<file path="src/rtl/structure1_fc2layer.sv">
// Second fully-connected layer: one MAC per cycle over the fc1 buffer, one neuron at a time.
// Optional macro STRUCTURE1_FC2_RELU_EN clamps negative neuron results to zero.
module structure1_fc2layer #(
  parameter int IN_LEN  = 128,
  parameter int OUT_LEN = 10,
  parameter int FRAC    = 8
) (
  input  logic        clk,
  input  logic        rst_n,
  input  logic        start,
  output logic        fc2en,
  output logic [13:0] fc2dataaddr,
  input  logic [17:0] fc2datain,
  output logic [13:0] wt_addr,
  input  logic [17:0] wt_data,
  output logic        out_valid,
  output logic [17:0] out_data,
  output logic [3:0]  out_idx,
  output logic        busy,
  output logic        done
);

  typedef enum logic [1:0] {IDLE, READ, DRAIN, OUT} state_t;

  localparam logic [13:0] LAST_I  = 14'(IN_LEN - 1);
  localparam logic [13:0] IN_STEP = 14'(IN_LEN);
  localparam logic [3:0]  LAST_N  = 4'(OUT_LEN - 1);

  state_t             state_q, state_d;
  logic [13:0]        i_q, i_d;
  logic [13:0]        base_q, base_d;
  logic [3:0]         neuron_q, neuron_d;
  logic               accEn_q, accEn_d;
  logic signed [47:0] acc_q, acc_d;
  logic               outValid_q, outValid_d;
  logic [17:0]        outData_q, outData_d;
  logic [3:0]         outIdx_q, outIdx_d;
  logic               done_q, done_d;

  logic signed [17:0] dataS, wtS;
  logic signed [35:0] prod;
  logic signed [47:0] shifted;
  logic signed [17:0] satVal;
  logic signed [17:0] resultVal;

  assign dataS   = fc2datain;
  assign wtS     = wt_data;
  assign prod    = dataS * wtS;
  assign shifted = acc_q >>> FRAC;

  always_comb begin
    satVal = shifted[17:0];
    if (shifted > 48'sd131071) begin
      satVal = 18'sh1FFFF;
    end else if (shifted < -48'sd131072) begin
      satVal = 18'sh20000;
    end
  end

`ifdef STRUCTURE1_FC2_RELU_EN
  assign resultVal = satVal[17] ? 18'sd0 : satVal;
`else
  assign resultVal = satVal;
`endif

  // Read data arrives one cycle after its address, so accEn_q tracks the previous READ cycle.
  always_comb begin
    state_d     = state_q;
    i_d         = i_q;
    base_d      = base_q;
    neuron_d    = neuron_q;
    accEn_d     = (state_q == READ);
    acc_d       = accEn_q ? (acc_q + {{12{prod[35]}}, prod}) : acc_q;
    outValid_d  = 1'b0;
    outData_d   = outData_q;
    outIdx_d    = outIdx_q;
    done_d      = 1'b0;
    fc2en       = 1'b0;
    fc2dataaddr = 14'd0;
    wt_addr     = 14'd0;

    case (state_q)
      IDLE: begin
        if (start) begin
          state_d  = READ;
          i_d      = 14'd0;
          base_d   = 14'd0;
          neuron_d = 4'd0;
          acc_d    = 48'sd0;
        end
      end
      READ: begin
        fc2en       = 1'b1;
        fc2dataaddr = i_q;
        wt_addr     = base_q + i_q;
        if (i_q == LAST_I) begin
          i_d     = 14'd0;
          state_d = DRAIN;
        end else begin
          i_d = i_q + 14'd1;
        end
      end
      DRAIN: begin
        state_d = OUT;
      end
      OUT: begin
        outData_d  = resultVal;
        outIdx_d   = neuron_q;
        outValid_d = 1'b1;
        acc_d      = 48'sd0;
        if (neuron_q == LAST_N) begin
          done_d   = 1'b1;
          neuron_d = 4'd0;
          base_d   = 14'd0;
          state_d  = IDLE;
        end else begin
          neuron_d = neuron_q + 4'd1;
          base_d   = base_q + IN_STEP;
          state_d  = READ;
        end
      end
      default: begin
        state_d = IDLE;
      end
    endcase
  end

  always_ff @(posedge clk) begin
    if (rst_n) begin
      state_q    <= IDLE;
      i_q        <= 14'd0;
      base_q     <= 14'd0;
      neuron_q   <= 4'd0;
      accEn_q    <= 1'b0;
      acc_q      <= 48'sd0;
      outValid_q <= 1'b0;
      outData_q  <= 18'd0;
      outIdx_q   <= 4'd0;
      done_q     <= 1'b0;
    end else begin
      state_q    <= state_d;
      i_q        <= i_d;
      base_q     <= base_d;
      neuron_q   <= neuron_d;
      accEn_q    <= accEn_d;
      acc_q      <= acc_d;
      outValid_q <= outValid_d;
      outData_q  <= outData_d;
      outIdx_q   <= outIdx_d;
      done_q     <= done_d;
    end
  end

  assign out_valid = outValid_q;
  assign out_data  = outData_q;
  assign out_idx   = outIdx_q;
  assign done      = done_q;
  assign busy      = (state_q != IDLE);

endmodule

</file>
<file path="config.mk">
export PLATFORM = sky130hd
export DESIGN_NAME = structure1_fc2layer
export DESIGN_NICKNAME = d
export VERILOG_FILES = /design/src/rtl/structure1_fc2layer.sv
export SDC_FILE = /design/constraint.sdc
export NUM_CORES = 1
export LEC_CHECK = 0
export BUFFER_PORTS_ARGS = -buffer_cell sky130_fd_sc_hd__buf_2
export CORE_ASPECT_RATIO = 0.6
export CORE_MARGIN = 1.5
export CORE_UTILIZATION = 31
export CTS_CLUSTER_SIZE = 24
export DETAILED_ROUTE_END_ITERATION = 8
export GPL_TIMING_DRIVEN = 0
export HOLD_SLACK_MARGIN = 0.1
export PLACE_DENSITY = 0.5
export SLEW_MARGIN = 20
export SYNTH_ARGS = -nofsm -noshare
export SYNTH_HDL_FRONTEND = slang
export SYNTH_SLANG_ARGS = --single-unit
export TNS_END_PERCENT = 1
</file>
<file path="constraint.sdc">
create_clock -name clk -period 12.35 [get_ports clk]
set_input_delay 2.47 -clock clk [delete_from_list [all_inputs] [get_ports clk]]
set_output_delay 2.47 -clock clk [all_outputs]
set_load 0.02 [all_outputs]
</file>
==> metrics.txt <==
final worst path period need=between 10 and 15 ns; top_reg_cell synth=dfxtp_1; Yosys reg bits=100; DIE WIDTH=between 300 and 400 microns; yosys warns=0; Critical Path RT=about 13 ns; dpl ws=~0.043 ns; Slew @ Worst Pin=about 1 ns; flop-to-flop setup slack=8.56 ns; DR vias=between 15000 and 20000; EDFF count, synth=0; # diodes=0; global-route wire length before repair=85990 microns; Post-synth ARST share=0%; final WL=between 50000 and 60000 microns; Data arrival, critical path=~12 ns; vias in the first global route=14920; HPWL reported at the end of detailed placement=47000 microns; register area share after synthesis=between 10% and 20%; Cell variety after synth=roughly 70; Slew headroom=33.34%; Layout Cells excl Fill=between 3000 and 4000; clock latency on the worst-skew pair=about 0.37 ns; Port Buffers=between 80 and 90; share of the synthesized area in the top cell type=between 30% and 40%; CTS H-tree depth=3; status=complete, no violations; worst hold endpoint=out_data[17]; placed insts=3086; initial antenna violation count=1; Mapped Area=between 15000 and 20000 sq um; CP max-delay cell=fa_1; syn_nets=2708; Die H=approximately 190 microns; CP peak stage delay=roughly 0.74 ns; Final Hold Slack=roughly 0.47 ns; Fin. Hold Viols=0; initial detailed-routing violation count=~1200; most frequent CP cell=inv_1; DRC viols=0; GP Congestion=between 0.9 and 1; CP endpoint kind=flop; Crit Path Class=input pin to flop; Hold Startpoint=out_data[17]; family with the most delay on the worst path=adder cells; CTS root buffer=clkbuf_16; Mean Syn Cell Area=8.667 sq um; FF-to-FF path depth=13; final setup violation count=0; die area=~63000 sq um; CTS tree=done; Min-Delay Path Class=flop to flop; TritonCTS buffer count=9; Max Slew Vio Count=0; most frequent cells in the layout=416 x inv_1, 330 x fa_1, 202 x nand2_1; fmax=between 80 and 90 MHz; clk slew on worst S/H paths=roughly 0.070 ns; period utilization=between 90 and 100%; P&R area growth vs syn=9.138%; worst-path fanout max=12; Max Cap Viol=0; # nets final=approximately 2800; DR vias/cell=4.886; post-route ant nets=0; final worst-path setup slack=approximately 0.5 ns; top cells by area, synth=fa_1 35%, dfxtp_1 11%, ha_1 10%, inv_1 8.2%, and2_1 6.5%; reg-to-reg endpoint=acc_q[44]; GRT Total Usage=17.77%; I/O Pins=slightly above 90; Core Box Area=around 60000 sq um; Pre-Repair DR Iteration Count=5; largest net degree at the start of global routing=18; grt total ovfl=0; Mapped Cells=2185; row cnt=69; clock buffer depth=2; layout cells sized above 1=under 10%; Layout Skew=about 0.014 ns; worst r2r src=acc_q[0]; DR WL/cell=around 18 microns; Post-CTS Hold Buffers=0; worst path bufs/invs=9; Initial Util=31.70%; RSZ-0062 raised after global routing=yes; crit path launch type=input pin; clock sink total=100; Synth area leader=fa_1; most common cell after layout, fill and taps aside=inv_1; Hold Crit Depth=2
==> worst max-delay path by stage <==
stage | cells after the start | slack [ns] | startpoint | end
floorplan | 34 | 1.74 | wt_data[1] | acc_q[47]
global placement | 31 | 0.06 | wt_data[0] | acc_q[43]
detailed placement | 31 | 0.04 | wt_data[1] | acc_q[43]
CTS | 31 | 0.41 | wt_data[1] | acc_q[43]
global route | 35 | -0.06 | wt_data[1] | acc_q[47]
finish | 35 | 0.49 | wt_data[1] | acc_q[47]
==> worst reg2reg max path, delay by kind of cell, from the launching register on <==
family,cells,cell delay [ns]
AND/OR/NAND/NOR,3,0.58
AO/OA/AOI/OAI,7,2.25
flip-flops,1,0.32
adder cells (fa/ha/maj),2,0.46
buffers and inverters,1,0.07
==> state kept, by name, summed over array words and instances, names as in the netlist <==
register and flops:
acc_q 48, out_data 18, out_valid 1, done 1
accEn_q 1, neuron_q 4, i_q 14, out_idx 4
base_q 7, state_q 2
==> cells by family (layout without fill, tap and decap cells) <==
family          after synthesis  count (layout)  share of synthesized area (%)
simple gates                691             691                          18.31
buf+inv                     495             595                          9.818
fa+ha+maj                   484             484                          45.06
compound gates              299             299                          10.67
flops                       100             100                          10.57
xor+xnor                     86              86                          3.978
mux                          30              30                          1.592
==> metrics by stage <==
stage | TNS [ns] | util, % | cell area, sq um
final | 0 | 34.59 | 20670
after global routing | -0.06245 | 34.59 | 20670
after CTS | 0 | 34.58 | 20660
after detailed placement | 0 | 34.13 | 20390
after global placement | 0 | 34.12 | 20380
after floorplan | 0 | - | 18940
==> synthesized netlist by cell type (5+ instances only) <==
library cell and number:
nand3_1 29, ha_1 154, o21ai_0 40, o31ai_1 7, mux2i_1 29, nand2b_1 11
o21ai_1 5, a21oi_1 78, o21bai_1 8, nand3b_1 5, nor2_1 130, or4_1 6
dfxtp_1 100, clkbuf_1 70, xor2_1 33, o21a_1 18, buf_1 7, o211ai_1 6
and2_1 198, inv_1 416, xnor2_1 53, or3_1 6, or2_2 5, o2111ai_1 5
nand4_1 20, a31oi_1 17, nor3_1 30, and3_1 16, nor2b_1 12, a21o_1 44
a211oi_1 28, fa_1 330, nor4_1 9, nand2_1 202
==> area by class of cell <==
type	instances	area, sq um
plain buffers	78	294.0
clock buffers	9	225.2
clock inverters	6	46.29
fillers	6258	39080
inverters	417	1565
multi-input cells	1590	15090
flip-flops and latches	100	2002
well taps	816	1021
repair buffers	85	425.4
==> per-layer routing <==
| metal | up-vias | track usage, % | share of wire [%] |
|---|---|---|---|
| met5 | - | 0 | 0 |
| met3 | 26 | 4.574 | 8.6 |
| met4 | 0 | 1.572 | 0.59 |
| met2 | 467 | 24.14 | 40 |
| met1 | 7579 | 28.49 | 51 |
| li1 | 7078 | - | - |
==> repair_timing <==
action,4_1_cts,5_1_grt
setup endpoints to repair,0,5
setup buffers,0,0
resized for setup,0,1
endpoints found under the hold margin,0,0
Power is not shown: default switching activity piles up to over one toggle a cycle in this logic, so the estimate is an artifact.
